**config.mk**
```make
export PLATFORM = sky130hd
export DESIGN_NAME = life_gen_sequencer
export DESIGN_NICKNAME = d
export VERILOG_FILES = /design/src/rtl/life_gen_sequencer.sv
export SDC_FILE = /design/constraint.sdc
export NUM_CORES = 1
export LEC_CHECK = 0
export ABC_CLOCK_PERIOD_IN_PS = 3000
export CAP_MARGIN = 20
export CORE_MARGIN = 1.5
export CORE_UTILIZATION = 25
export CTS_CLUSTER_SIZE = 24
export DETAILED_ROUTE_END_ITERATION = 8
export GPL_TIMING_DRIVEN = 0
export PLACE_DENSITY_LB_ADDON = 0.2
export REMOVE_ABC_BUFFERS = 1
export SYNTH_ARGS = -nofsm -noshare
export SYNTH_HDL_FRONTEND = slang
export SYNTH_SLANG_ARGS = --single-unit
```
**constraint.sdc**
```tcl
create_clock -name ph1 -period 3 [get_ports ph1]
set_input_delay 0.45 -clock ph1 [delete_from_list [all_inputs] [get_ports ph1]]
set_output_delay 0.45 -clock ph1 [all_outputs]
set_load 0.05 [all_outputs]
```
**src/rtl/life_gen_sequencer.sv**
```systemverilog
`default_nettype none
// ============================================================================
// Module  : life_gen_sequencer
// Brief   : Double-banked 8x8 toroidal Life board; walks rows through an
//           external row decoder per step and swaps banks at commit.
//           Optional still-life detection: LIFE_STABLE_DETECT_EN.
// Revision: 1.0  initial release
// ============================================================================
module life_gen_sequencer #(
  parameter int ROWS  = 8,
  parameter int GEN_W = 8
) (
  input  logic             ph1,
  input  logic             reset_n,
  input  logic             step_req,
  output logic             busy,
  output logic             gen_done,
  input  logic             load_we,
  input  logic [2:0]       load_addr,
  input  logic [7:0]       load_data,
  output logic [7:0]       row_in,
  output logic [7:0]       row_a,
  output logic [7:0]       row_b,
  input  logic [7:0]       row_out,
  input  logic [2:0]       disp_addr,
  output logic [7:0]       disp_row,
  output logic [GEN_W-1:0] gen_count,
  output logic             stable
);

  typedef enum logic [1:0] {
    S_IDLE    = 2'd0,
    S_COMPUTE = 2'd1,
    S_COMMIT  = 2'd2
  } state_t;

  state_t           r_state;
  state_t           w_state_next;
  logic [7:0]       r_bank0 [ROWS];
  logic [7:0]       r_bank1 [ROWS];
  logic             r_cur_sel;
  logic [2:0]       r_row;
  logic [GEN_W-1:0] r_gen_count;
  logic             r_gen_done;
  logic [7:0]       r_disp_row;
  logic [2:0]       w_row_up;
  logic [2:0]       w_row_dn;
  logic [7:0]       w_cur_mid;
  logic [7:0]       w_cur_up;
  logic [7:0]       w_cur_dn;
  logic [7:0]       w_cur_disp;

  // 3-bit arithmetic gives the vertical torus wrap for free
  assign w_row_up = r_row - 3'd1;
  assign w_row_dn = r_row + 3'd1;

  always_comb begin
    w_cur_mid  = r_cur_sel ? r_bank1[r_row]     : r_bank0[r_row];
    w_cur_up   = r_cur_sel ? r_bank1[w_row_up]  : r_bank0[w_row_up];
    w_cur_dn   = r_cur_sel ? r_bank1[w_row_dn]  : r_bank0[w_row_dn];
    w_cur_disp = r_cur_sel ? r_bank1[disp_addr] : r_bank0[disp_addr];
  end

  always_ff @(posedge ph1 or negedge reset_n) begin
    if (!reset_n) begin
      r_state <= S_IDLE;
    end else begin
      r_state <= w_state_next;
    end
  end

  always_comb begin
    w_state_next = r_state;
    row_in       = '0;
    row_a        = '0;
    row_b        = '0;
    case (r_state)
      S_IDLE: begin
        if (step_req) w_state_next = S_COMPUTE;
      end
      S_COMPUTE: begin
        row_in = w_cur_mid;
        row_a  = w_cur_up;
        row_b  = w_cur_dn;
        if (r_row == 3'd7) w_state_next = S_COMMIT;
      end
      S_COMMIT: begin
        w_state_next = S_IDLE;
      end
      default: begin
        w_state_next = S_IDLE;
      end
    endcase
  end

`ifdef LIFE_STABLE_DETECT_EN
  logic r_diff;
  logic r_stable;
`endif

  always_ff @(posedge ph1 or negedge reset_n) begin
    if (!reset_n) begin
      for (int i = 0; i < ROWS; i++) begin
        r_bank0[i] <= '0;
        r_bank1[i] <= '0;
      end
      r_cur_sel   <= 1'b0;
      r_row       <= '0;
      r_gen_count <= '0;
      r_gen_done  <= 1'b0;
      r_disp_row  <= '0;
`ifdef LIFE_STABLE_DETECT_EN
      r_diff      <= 1'b0;
      r_stable    <= 1'b0;
`endif
    end else begin
      r_gen_done <= 1'b0;
      r_disp_row <= w_cur_disp;
      case (r_state)
        S_IDLE: begin
          // the write lands before a same-cycle step, so the step sees it
          if (load_we) begin
            if (r_cur_sel) r_bank1[load_addr] <= load_data;
            else           r_bank0[load_addr] <= load_data;
`ifdef LIFE_STABLE_DETECT_EN
            r_stable <= 1'b0;
`endif
          end
          if (step_req) begin
            r_row <= '0;
`ifdef LIFE_STABLE_DETECT_EN
            r_diff <= 1'b0;
`endif
          end
        end
        S_COMPUTE: begin
          if (r_cur_sel) r_bank0[r_row] <= row_out;
          else           r_bank1[r_row] <= row_out;
          r_row <= r_row + 3'd1;
`ifdef LIFE_STABLE_DETECT_EN
          r_diff <= r_diff | (row_out != w_cur_mid);
`endif
        end
        S_COMMIT: begin
          r_cur_sel  <= ~r_cur_sel;
          r_gen_done <= 1'b1;
`ifdef LIFE_STABLE_DETECT_EN
          r_stable <= ~r_diff;
          if (r_diff) r_gen_count <= r_gen_count + GEN_W'(1);
`else
          r_gen_count <= r_gen_count + GEN_W'(1);
`endif
        end
        default: begin
          r_row <= '0;
        end
      endcase
    end
  end

  assign busy      = (r_state != S_IDLE);
  assign gen_done  = r_gen_done;
  assign gen_count = r_gen_count;
  assign disp_row  = r_disp_row;
`ifdef LIFE_STABLE_DETECT_EN
  assign stable    = r_stable;
`else
  assign stable    = 1'b0;
`endif

endmodule
`default_nettype wire

```
==> out/results.ini <==
[clock_tree]
clock_latency_ns = 0.44
htreeDepth = 4
clk_pin_slew_worst_paths_ns = 0.07
cts.sinks = 151
cts_buffers = 17
cts_tree = yes
cts_root_buffer = clkbuf_16
cts.path.max_buffers = 2

[synthesis]
synthFlopType = dfrtp_1
postSynthAreaPerCell_sq_um = 11.7
synth_seq_area_share = 0.352
synth_edf_count = 0
synthCells = 914
ys_types = 71
synth.top_cell.area_share = 0.352
async_reset_ff_frac = 1.00
yosysMostFrequentCell = dfrtp_1
ys_seq_elements = 151
synth_area_leaders = dfrtp_1 (35%), mux4_2 (19%), mux2i_1 (4.5%), a22o_1 (4.2%), mux2_2 (4.0%)
ys_top_cells_by_count = dfrtp_1 (151), mux4_2 (89), nand2_1 (66)
synth_area_sq_mm = 0.0107
yosysTopAreaCell = dfrtp_1
yosys_warnings = 0

[timing]
slew_viol_final = 0
finalCriticalPeriod_ns = 3.34
min_period_over_period = 1.11
relSlewSlack = 0.212
setup_ws_ns = -0.336
tightestPinTransition_ns = 1.18
clock_skew_ns = 0.00874
setup_viol = 21
fmax_mhz = 300
rsz0062_at_grt = true
finalHoldViolCount = 0

[grt]
antenna_found_initial = 0
grt_pass1_vias = 9165
grt_overflow = 0
grt_use_met2 = 0.325
grt_pass1_wl_um = 68500
track_usage = 0.220
grtUsageMet3 = 0.0603
grtUsageMet1 = 0.298
grt_max_degree = 98
grt-busiest-layer = met2

[power]
powerDensity_mw_per_mm2 = 1530
switchingPower_mw = 10.2
power.share.sequential = 0.184
p_leak_nw = 5.66
switching_share = 0.468
vdd_drop_max_mv = 0.717
clkPwrFrac = 0.118
intPower_mw = 11.6
combPwrFrac = 0.697

[route]
routed_wl_um = 48200
ant_nets = 0
num_vias = 9287
drc_errors = 0
via_per_inst = 5.92
firstDrtPassIters = 7
wire_per_inst_um = 30.8
first_iter_violations = 1030

[hold_path]
worstHoldPathCells = 1
hold_class = flop to flop

[final_layout]
nets = 1046
diodes = 0
area_growth_pct = 33.3
post-route-util = 0.340
layout-drive-gt1-share = 0.417
final.fill_count = 4188

[critical_path]
path_max_fanout = 6
slowest_stage = dfrtp_4
cp-end-kind = primary output
max_stage_delay_ns = 0.53
rrSetupSlack_ns = 0.06
path_class = flop to primary output
required_ns = 2.55
worstPathArrival_ns = 2.89
critical_path_cell_count = 9
crit_family = buffers and inverters
rr_worst_depth = 6
path_buf_inv = 5
worstSetupStartpointType = flop
crit_chain = buf_4 -> buf_6 -> ha_4 -> ha_4 -> buf_12 -> buf_12 -> mux4_2 -> a211oi_2 -> buf_6

[run_status]
violations = negative setup slack
outcome = complete, but fails checks

[flow_run]
maxCapViolations = 0

[floorplanning]
io_pins = 69
die_area_sq_mm = 0.0442
die_w_um = 210
die_h_um = 210
rows = 75
core_sq_mm = 0.0421
start_util = 0.255

[placement]
dp_slack_ns = -2.41
globalplace.congestion = 0.797
place_hpwl_um = 28000
io_buffer_count = 67

-- per-layer routing --
metal / up-vias / routed length [um]
met5: - / 0
met4: 0 / 2140
met3: 117 / 4300
met2: 507 / 21300
met1: 4835 / 20500
li1: 3828 / -
-- placed cells by master (no fill, tap or decap), types with 38 or more instances in the layout --
cell type / count
mux4_2: 89
dfrtp_1: 147
mux2i_1: 48
a21oi_1: 43
buf_4: 64
clkdlybuf4s50_1: 40
a22o_1: 51
mux2_2: 38
nand2_1: 64
nor2_1: 40
-- sequential cells by signal, summed over array words and instances (netlist names) --
name,flops
disp_row,8
r_bank1,64
r_state,2
gen_done,1
gen_count,8
r_row,3
r_bank0,64
r_cur_sel,1
-- logic make-up (layout without fill, tap and decap cells) --
| family | count (synthesis) | in the layout | synth area share |
|---|---|---|---|
| AOI/OAI and AO/OA | 268 | 268 | 0.193 |
| muxes | 191 | 191 | 0.294 |
| and+or+nand+nor | 181 | 181 | 0.0912 |
| DFF | 151 | 151 | 0.352 |
| buffers and inverters | 108 | 223 | 0.0573 |
| xor gates and xnor gates | 10 | 10 | 0.00816 |
| adders and majority gates | 4 | 4 | 0.00466 |
| other | 1 | 1 | 0.000349 |
-- area by class of cell --
| class | instances | area (sq um) | area share |
|---|---|---|---|
| multi-input combinational | 655 | 6870 | 0.480 |
| sequential | 151 | 3790 | 0.265 |
| timing repair buffer | 186 | 2250 | 0.157 |
| tap | 539 | 674 | 0.0471 |
| clock buffer | 18 | 439 | 0.0307 |
| clock inverter | 14 | 245 | 0.0171 |
| inverter | 5 | 38.8 | 0.00271 |
-- worst paths after layout --
path | startpoint | to
max | r_row[0] | row_b[5]
min | gen_count[7] | gen_count[7]
max reg2reg | r_state[1] | r_bank1[39]
min reg2reg | gen_count[7] | gen_count[7]
max in group asynchronous | reset_n | r_cur_sel
min in group asynchronous | reset_n | r_bank0[9]
-- through the flow --
stage	total power, mW	area [sq um]	setup TNS (ns)	std cells	hold slack [ns]
6_report	21.9	14300	-4.84	1568	0.472
2_1_floorplan	10.9	10100	-314.18	811	0.154
4_1_cts	21.0	13900	-4.50	1549	0.485
3_3_place_gp	13.6	11500	-1522.58	1417	0.462
5_1_grt	22.7	14300	-6.39	1568	0.503
3_5_place_dp	15.2	11900	-61.56	1438	0.409
-- timing repair --
| action | CTS | global route |
|---|---|---|
| cloned | 6 | 1 |
| pin swaps | 25 | 25 |
| gates resized for setup | 265 | 42 |
| setup buffers | 73 | 21 |
| endpoints found under the hold margin | 54 | 0 |
| hold buffers | 1 | 0 |
| setup endpoints to repair | 102 | 47 |
-- power groups by stage --
stage          Combinational (mW)  Clock, mW  Sequential [mW]
6_report                     15.3       2.59             4.04
5_1_grt                      15.8       2.72             4.13
4_1_cts                      14.4       2.62             3.97
3_5_place_dp                 11.1          0             4.10
3_3_place_gp                 9.30          0             4.33
2_1_floorplan                6.87          0             4.04
(Power assumes the default switching activity.)
